$ cat src/rtl/wb_arbiter.sv
// Writeback arbiter: merges non-stallable ALU results and buffered memory results
// into one registered register-file write port, with per-read-port hazard flags.
module wb_arbiter #(
    parameter int unsigned DEPTH = 4
) (
    input  logic        clk,
    input  logic        rst,
    input  logic        alu_valid,
    input  logic [4:0]  alu_reg,
    input  logic [31:0] alu_data,
    input  logic        alu_byte,
    input  logic        mem_valid,
    input  logic [4:0]  mem_reg,
    input  logic [31:0] mem_data,
    input  logic        mem_byte,
    output logic        mem_ready,
    input  logic [4:0]  rreg1,
    input  logic [4:0]  rreg2,
    output logic        hazard1,
    output logic        hazard2,
    output logic [4:0]  wreg,
    output logic [31:0] wdata,
    output logic        w_en,
    output logic        w_byte
);

    localparam int unsigned PtrW = (DEPTH > 1) ? $clog2(DEPTH) : 1;
    localparam int unsigned CntW = PtrW + 1;

    logic [4:0]       ent_reg_q  [DEPTH];
    logic [31:0]      ent_data_q [DEPTH];
    logic [DEPTH-1:0] ent_byte_q;
    logic [DEPTH-1:0] ent_live_q;
    logic [PtrW-1:0]  head_q, tail_q;
    logic [CntW-1:0]  count_q;

    logic [4:0]  wreg_q;
    logic [31:0] wdata_q;
    logic        w_en_q, w_byte_q;

    logic alu_sel, fifo_empty, pop, bypass, push;

    assign alu_sel    = alu_valid && (alu_reg != 5'd0);
    assign fifo_empty = (count_q == '0);
    assign mem_ready  = (count_q < CntW'(DEPTH));
    assign pop        = !alu_sel && !fifo_empty;
    assign bypass     = !alu_sel && fifo_empty && mem_valid && (mem_reg != 5'd0);
    // A mem result that reaches an empty FIFO with the ALU idle is bypassed or dropped.
    assign push       = mem_valid && mem_ready && (mem_reg != 5'd0) &&
                        !(!alu_sel && fifo_empty);

    assign wreg   = wreg_q;
    assign wdata  = wdata_q;
    assign w_en   = w_en_q;
    assign w_byte = w_byte_q;

    always_comb begin
        hazard1 = 1'b0;
        hazard2 = 1'b0;
        for (int i = 0; i < int'(DEPTH); i++) begin
            if (ent_live_q[i] && (ent_reg_q[i] == rreg1)) hazard1 = 1'b1;
            if (ent_live_q[i] && (ent_reg_q[i] == rreg2)) hazard2 = 1'b1;
        end
        if (w_en_q && (wreg_q == rreg1)) hazard1 = 1'b1;
        if (w_en_q && (wreg_q == rreg2)) hazard2 = 1'b1;
        if (rreg1 == 5'd0) hazard1 = 1'b0;
        if (rreg2 == 5'd0) hazard2 = 1'b0;
    end

    always_ff @(posedge clk) begin
        if (rst) begin
            head_q     <= '0;
            tail_q     <= '0;
            count_q    <= '0;
            ent_live_q <= '0;
            w_en_q     <= 1'b0;
            wreg_q     <= 5'd0;
            wdata_q    <= 32'd0;
            w_byte_q   <= 1'b0;
        end else begin
            if (alu_sel) begin
                w_en_q   <= 1'b1;
                wreg_q   <= alu_reg;
                wdata_q  <= alu_data;
                w_byte_q <= alu_byte;
                // Older buffered writes to the same register are superseded.
                for (int i = 0; i < int'(DEPTH); i++) begin
                    if (ent_reg_q[i] == alu_reg) ent_live_q[i] <= 1'b0;
                end
            end else if (pop) begin
                w_en_q <= ent_live_q[head_q];
                if (ent_live_q[head_q]) begin
                    wreg_q   <= ent_reg_q[head_q];
                    wdata_q  <= ent_data_q[head_q];
                    w_byte_q <= ent_byte_q[head_q];
                end
                ent_live_q[head_q] <= 1'b0;
                head_q             <= head_q + PtrW'(1);
            end else if (bypass) begin
                w_en_q   <= 1'b1;
                wreg_q   <= mem_reg;
                wdata_q  <= mem_data;
                w_byte_q <= mem_byte;
            end else begin
                w_en_q <= 1'b0;
            end

            if (push) begin
                ent_reg_q[tail_q]  <= mem_reg;
                ent_data_q[tail_q] <= mem_data;
                ent_byte_q[tail_q] <= mem_byte;
                ent_live_q[tail_q] <= 1'b1;
                tail_q             <= tail_q + PtrW'(1);
            end

            count_q <= count_q + CntW'(push) - CntW'(pop);
        end
    end

endmodule

$ cat config.mk
export PLATFORM = sky130hd
export DESIGN_NAME = wb_arbiter
export DESIGN_NICKNAME = d
export VERILOG_FILES = /design/src/rtl/wb_arbiter.sv
export SDC_FILE = /design/constraint.sdc
export NUM_CORES = 1
export LEC_CHECK = 0
export ABC_AREA = 1
export BUFFER_PORTS_ARGS = -buffer_cell sky130_fd_sc_hd__buf_4
export CORE_ASPECT_RATIO = 0.8
export CORE_UTILIZATION = 55
export DETAILED_ROUTE_END_ITERATION = 10
export PLACE_DENSITY = 0.74
export SYNTH_ARGS = -nofsm -noshare
export SYNTH_HDL_FRONTEND = slang
export SYNTH_SLANG_ARGS = --single-unit
$ cat constraint.sdc
create_clock -name clk -period 8.35 [get_ports clk]
set_input_delay 2.0875 -clock clk [delete_from_list [all_inputs] [get_ports clk]]
set_output_delay 2.0875 -clock clk [all_outputs]
set_load 0.01 [all_outputs]
After elaboration in Yosys (flattened, before gate mapping)
Memory sizes are Yosys's and may differ from the RTL's. A register that Yosys moved wholly into a read port is not among the register bits.
Index checks and enable logic that the tools add are counted.
{"block": "totals", "register_bits": 54, "out_inout_bits": 42, "word_cells": 123, "mem_count": 2, "inputBits": 90, "ram_bits": 148}
{"block": "op_classes", "n_mux": 51, "addsub": 4, "n_lt_le_gt_ge": 5, "eq_ne": 15, "reduce_logical": 32, "bitwise": 5}
{"memory": "ent_data_q", "words": 4, "word_bits": 32, "rd": 1, "rd_ports_with_merged_regs": 1, "write_ports": 1, "line_no": "31", "rtl": "logic [31:0] ent_data_q [DEPTH];"}
{"memory": "ent_reg_q", "words": 4, "word_bits": 5, "rd": 5, "rd_ports_with_merged_regs": 1, "write_ports": 1, "line_no": "30", "rtl": "logic [4:0] ent_reg_q [DEPTH];"}
{"op": "32-bit 2-to-1 mux", "n": 4}
{"op": "5-bit == test", "n": 14}
{"op": "1-bit 2-to-1 mux", "n": 30}
{"op": "1-bit logical AND", "n": 20}
{"op": "5-bit 2-to-1 mux", "n": 4}
{"op": "4-bit 2-to-1 mux", "n": 4}
{"op": "5-bit logical NOT", "n": 2}
{"op": "5-bit nonzero test", "n": 2}
{"op": "2-bit 2-to-1 mux", "n": 4}
{"op": "2-bit by 3-bit less-than comparator with 1-bit output, second input constant", "n": 2}
{"op": "2-bit AND reduction", "n": 3}
{"op": "2-bit by 1-bit adder with 2-bit output, second input constant", "n": 2}
{"op": "4-bit AND", "n": 1}
{"op": "1-bit binary-select mux with 2-bit select", "n": 2}
{"op": "4-bit bitwise mux", "n": 1}
{"op": "1-bit demux with 2-bit select", "n": 2}
{"op": "2-bit by 1-bit greater-or-equal comparator with 1-bit output, second input constant", "n": 2}
{"op": "4-bit NOT", "n": 1}
{"op": "4-bit OR", "n": 1}
{"op": "3-bit by 1-bit adder with 3-bit output", "n": 1}
{"op": "1-bit logical NOT", "n": 3}
{"op": "3-bit logical NOT", "n": 1}
{"op": "3-bit less-than comparator, second input constant", "n": 1}
{"op": "3-bit by 2-bit inequality test with 1-bit output, second input constant", "n": 1}
{"op": "3 further kinds", "n": 4}

Logic depth before layout (Yosys ltp)
{"block": "depth", "depth_word": 11, "ltp_mapped": 15, "ltp_nobuf": 13}

Worst setup path after synthesis
No wires, ideal clock.
{"block": "synth_path", "path_kind": "input -> output", "startpoint": "input port rreg2[3]", "endpoint": "output port hazard2", "t_required_ns": 6.262, "stages": 7, "n_path_buf": 1, "slack_ns": 3.285, "arrival_time_ns": 2.977, "path_cell_list": "clkbuf_1 -> or2_2 -> a21oi_1 -> nand3_1 -> nand3_1 -> nor2_1 -> nor2_1"}
{"block": "synth_via", "elab_chain_cells": 8, "elab_cells_between_ends": 17, "cone_classes": "5 x eq/ne; 6 x mux; 6 x reduce/logical"}
{"element": "from (decl)", "line_no": "18", "rtl": "input logic [4:0] rreg2,"}
{"element": "5-bit == test", "line_no": "62", "rtl": "if (ent_live_q[i] && (ent_reg_q[i] == rreg2)) hazard2 = 1'b1;"}
{"element": "1-bit logical AND", "line_no": "62"}
{"element": "1-bit 2-to-1 mux (4 in a row)", "line_no": "62"}
{"element": "1-bit 2-to-1 mux", "line_no": "65", "rtl": "if (w_en_q && (wreg_q == rreg2)) hazard2 = 1'b1;"}
{"element": "1-bit 2-to-1 mux (*)", "line_no": "67", "rtl": "if (rreg2 == 5'd0) hazard2 = 1'b0;"}
{"element": "to (decl)", "line_no": "20", "rtl": "output logic hazard2,"}
Mark *: on every way between the ends. The rest lies on a longest branch, timed or not.

Worst setup path in the final report
{"block": "layout_path", "startpoint": "input port rreg2[2]", "endpoint": "output port hazard2"}
The elaborated chain is that of the path after synthesis.

==> impl_metrics.toml <==
[floorplan]
start_util_pct = 57.08
coreArea_um2 = 16820
die_w_um = 149.7
dieHeight_um = 120.2
dieArea_um2 = 17990
io-pin-count = 132
num_rows = 42

[routing]
routedWlPerCell_um = 18.24
detail-route-antenna-nets = 0
first_pass_iters = 6
first_iter_violations = 618
via_count = 7751
drcViolationCount = 0
routed_wl_mm = 24.97
vias_per_cell = 5.662

[timing]
worst_slack_ps = 3109
grt_setup_unrepaired = "no"
fin_crit_ps = 5241
tightest_slew_ps = 1113
setup_viol = 0
clock_skew_ps = 16.22
hold_viol = 0
post-route-period-util_pct = 62.77
slew_violations = 0
max_clock_freq_mhz = 190.8
maxSlewHeadroom_pct = 25.83
fin_tns_setup_ps = 0

[finish]
final_nets = 1236
design_area_um2 = 11270
syn_to_final_growth_pct = 17.36
drive_above_1_share_pct = 16.45
mostFrequentLayoutCells = "nor2_1, edfxtp_1, nand2_1, buf_4, o21ai_0"
fin_util_pct = 66.99
diodes = 0
layout_commonest_cell = "nor2_1"

[clocking]
htree_levels = 1
cts_tree = "done"
post_cts_buffers = 0
cts_max_path_buffers = 3
clock-sinks = 204
cts_buffers = 20
worstSkewPairLatency_ps = 500
cts_hold_buf = 0
postCtsResizedCells = 0
cts-root-buf = "clkbuf_16"
clk_pin_slew_worst_paths_ps = 60

[synth]
netlist_area_um2 = 9599
ys_ff_latch = 204
syn_avg_cell_area_um2 = 9.248
synth_cell_type_count = 32
async_flop_share_pct = 0
synthCells = 1038
yosys_most_used_dff = "edfxtp_1"
ys.warnings.count = 0
syn_nets = 1139
synth-seq-area-share_pct = 58.39
synth_edf_count = 152

[grt]
grt_pass1_wl_mm = 39.32
grt-ovfl-total = 0
antenna_found_initial = 0
grt_max_degree = 78
grtUsageTotal_pct = 28.49
grt_pass1_vias = 7176

[setup_path]
path_cells = "buf_4 > inv_1 > nor2_1 > nor3_1 > nand4_1 > nand2_1 > nor2_1 > nor2_1 > buf_4"
cp-end-kind = "output port"
path_class = "in -> out"
cp_slowest_cell = "nor3_1"
worstPathMaxFanout = 7
reg2reg_depth = 13
startpoint_type = "input port"
arrival_ps = 3150
cp_common_cell = "nor2_1"
critPathMaxStageDelay_ps = 210
required_ps = 6260

[place]
dpl_cell_area_um2 = 10570
io_buffers = 131
post-place-ws_ps = 3124
hpwl_mm = 15.33
gp_congestion = 0.9692

[hold_path]
whs_path_depth = 2
hold_path_class = "reg -> reg"

[outcome]
outcome = "finished clean"

[power]
power.density_nw_per_um2 = 293.9
leakage_nw = 4.505
ir_worst_vdd_uv = 181.6

[run]
maxCapViolCount = 0
[registers in the layout, indices dropped and copies added (netlist names), named ones only]
register    cells
count_q         3
ent_byte_q      4
ent_data_q    128
ent_live_q      4
ent_reg_q      20
head_q          2
tail_q          2
w_byte          1
w_en            1
wdata          32
wreg            5
[metal layers]
layer | routed length (um) | track usage [%] | vias to the layer above
met5 | 0 | 0 | -
met4 | 536 | 8.333 | 0
met3 | 2503 | 6.046 | 45
met2 | 10600 | 41.20 | 391
met1 | 11330 | 43.00 | 3583
li1 | - | - | 3732
[final timing paths]
kind / from / endpoint / slack [ps]
worst min-delay path: wdata[5] / wdata[5] / 470
worst max register to register: count_q[1] / count_q[2] / 5060
worst max-delay path: rreg2[2] / hazard2 / 3110
worst min register to register: wdata[5] / wdata[5] / 470
[cell usage after synthesis, drive strengths merged (3+ instances only)]
master	number	share of area [%]
dfxtp	52	11
a21oi	27	1.4
o22ai	16	1.0
o21ai	158	8.2
clkbuf	21	0.82
xor2	12	1.1
ha	10	1.3
nor2	212	8.4
nand3b	3	0.23
xnor2	14	1.3
buf	38	2.4
nand2	143	5.8
inv	57	2.3
nor3	11	0.69
nand4	4	0.26
nand3	102	5.7
edfxtp	152	48
[metrics by stage]
step	hold slack, ps	total power, W	instances
floorplan	472.3	0.002036	1038
global placement	459.8	0.002371	1333
detailed placement	465.1	0.002386	1333
CTS	475.1	0.003315	1369
global route	497.8	0.003489	1369
finish	472.1	0.003311	1369
[final cells by class]
| type | instances | area, um^2 |
|---|---|---|
| clock buffers | 29 | 594.3 |
| fillers | 1361 | 5550 |
| clock inverters | 7 | 97.59 |
| flip-flops and latches | 204 | 5607 |
| multi-input cells | 718 | 3470 |
| repair buffers | 134 | 1006 |
| well taps | 220 | 275.3 |
| inverters | 57 | 216.5 |
[power by group]
group          leakage (nW)  internal, W  switching (W)
clock                 0.338     0.000558       0.000370
sequential             1.81      0.00124       0.000100
combinational          2.36     0.000372       0.000675
total                  4.51      0.00217        0.00115
[worst max-delay path, delay by kind of cell]
kind	cells	cell delay (ps)
buf+inv	3	450
simple gates	6	620
[kinds of logic after synthesis]
group / share of synthesized area (%)
adder cells (fa/ha/maj): 1.512
buffers and inverters: 5.462
AO/OA/AOI/OAI: 11.03
flip-flops: 58.39
XOR/XNOR: 2.372
AND/OR/NAND/NOR: 21.23
(Power assumes the default switching activity.)
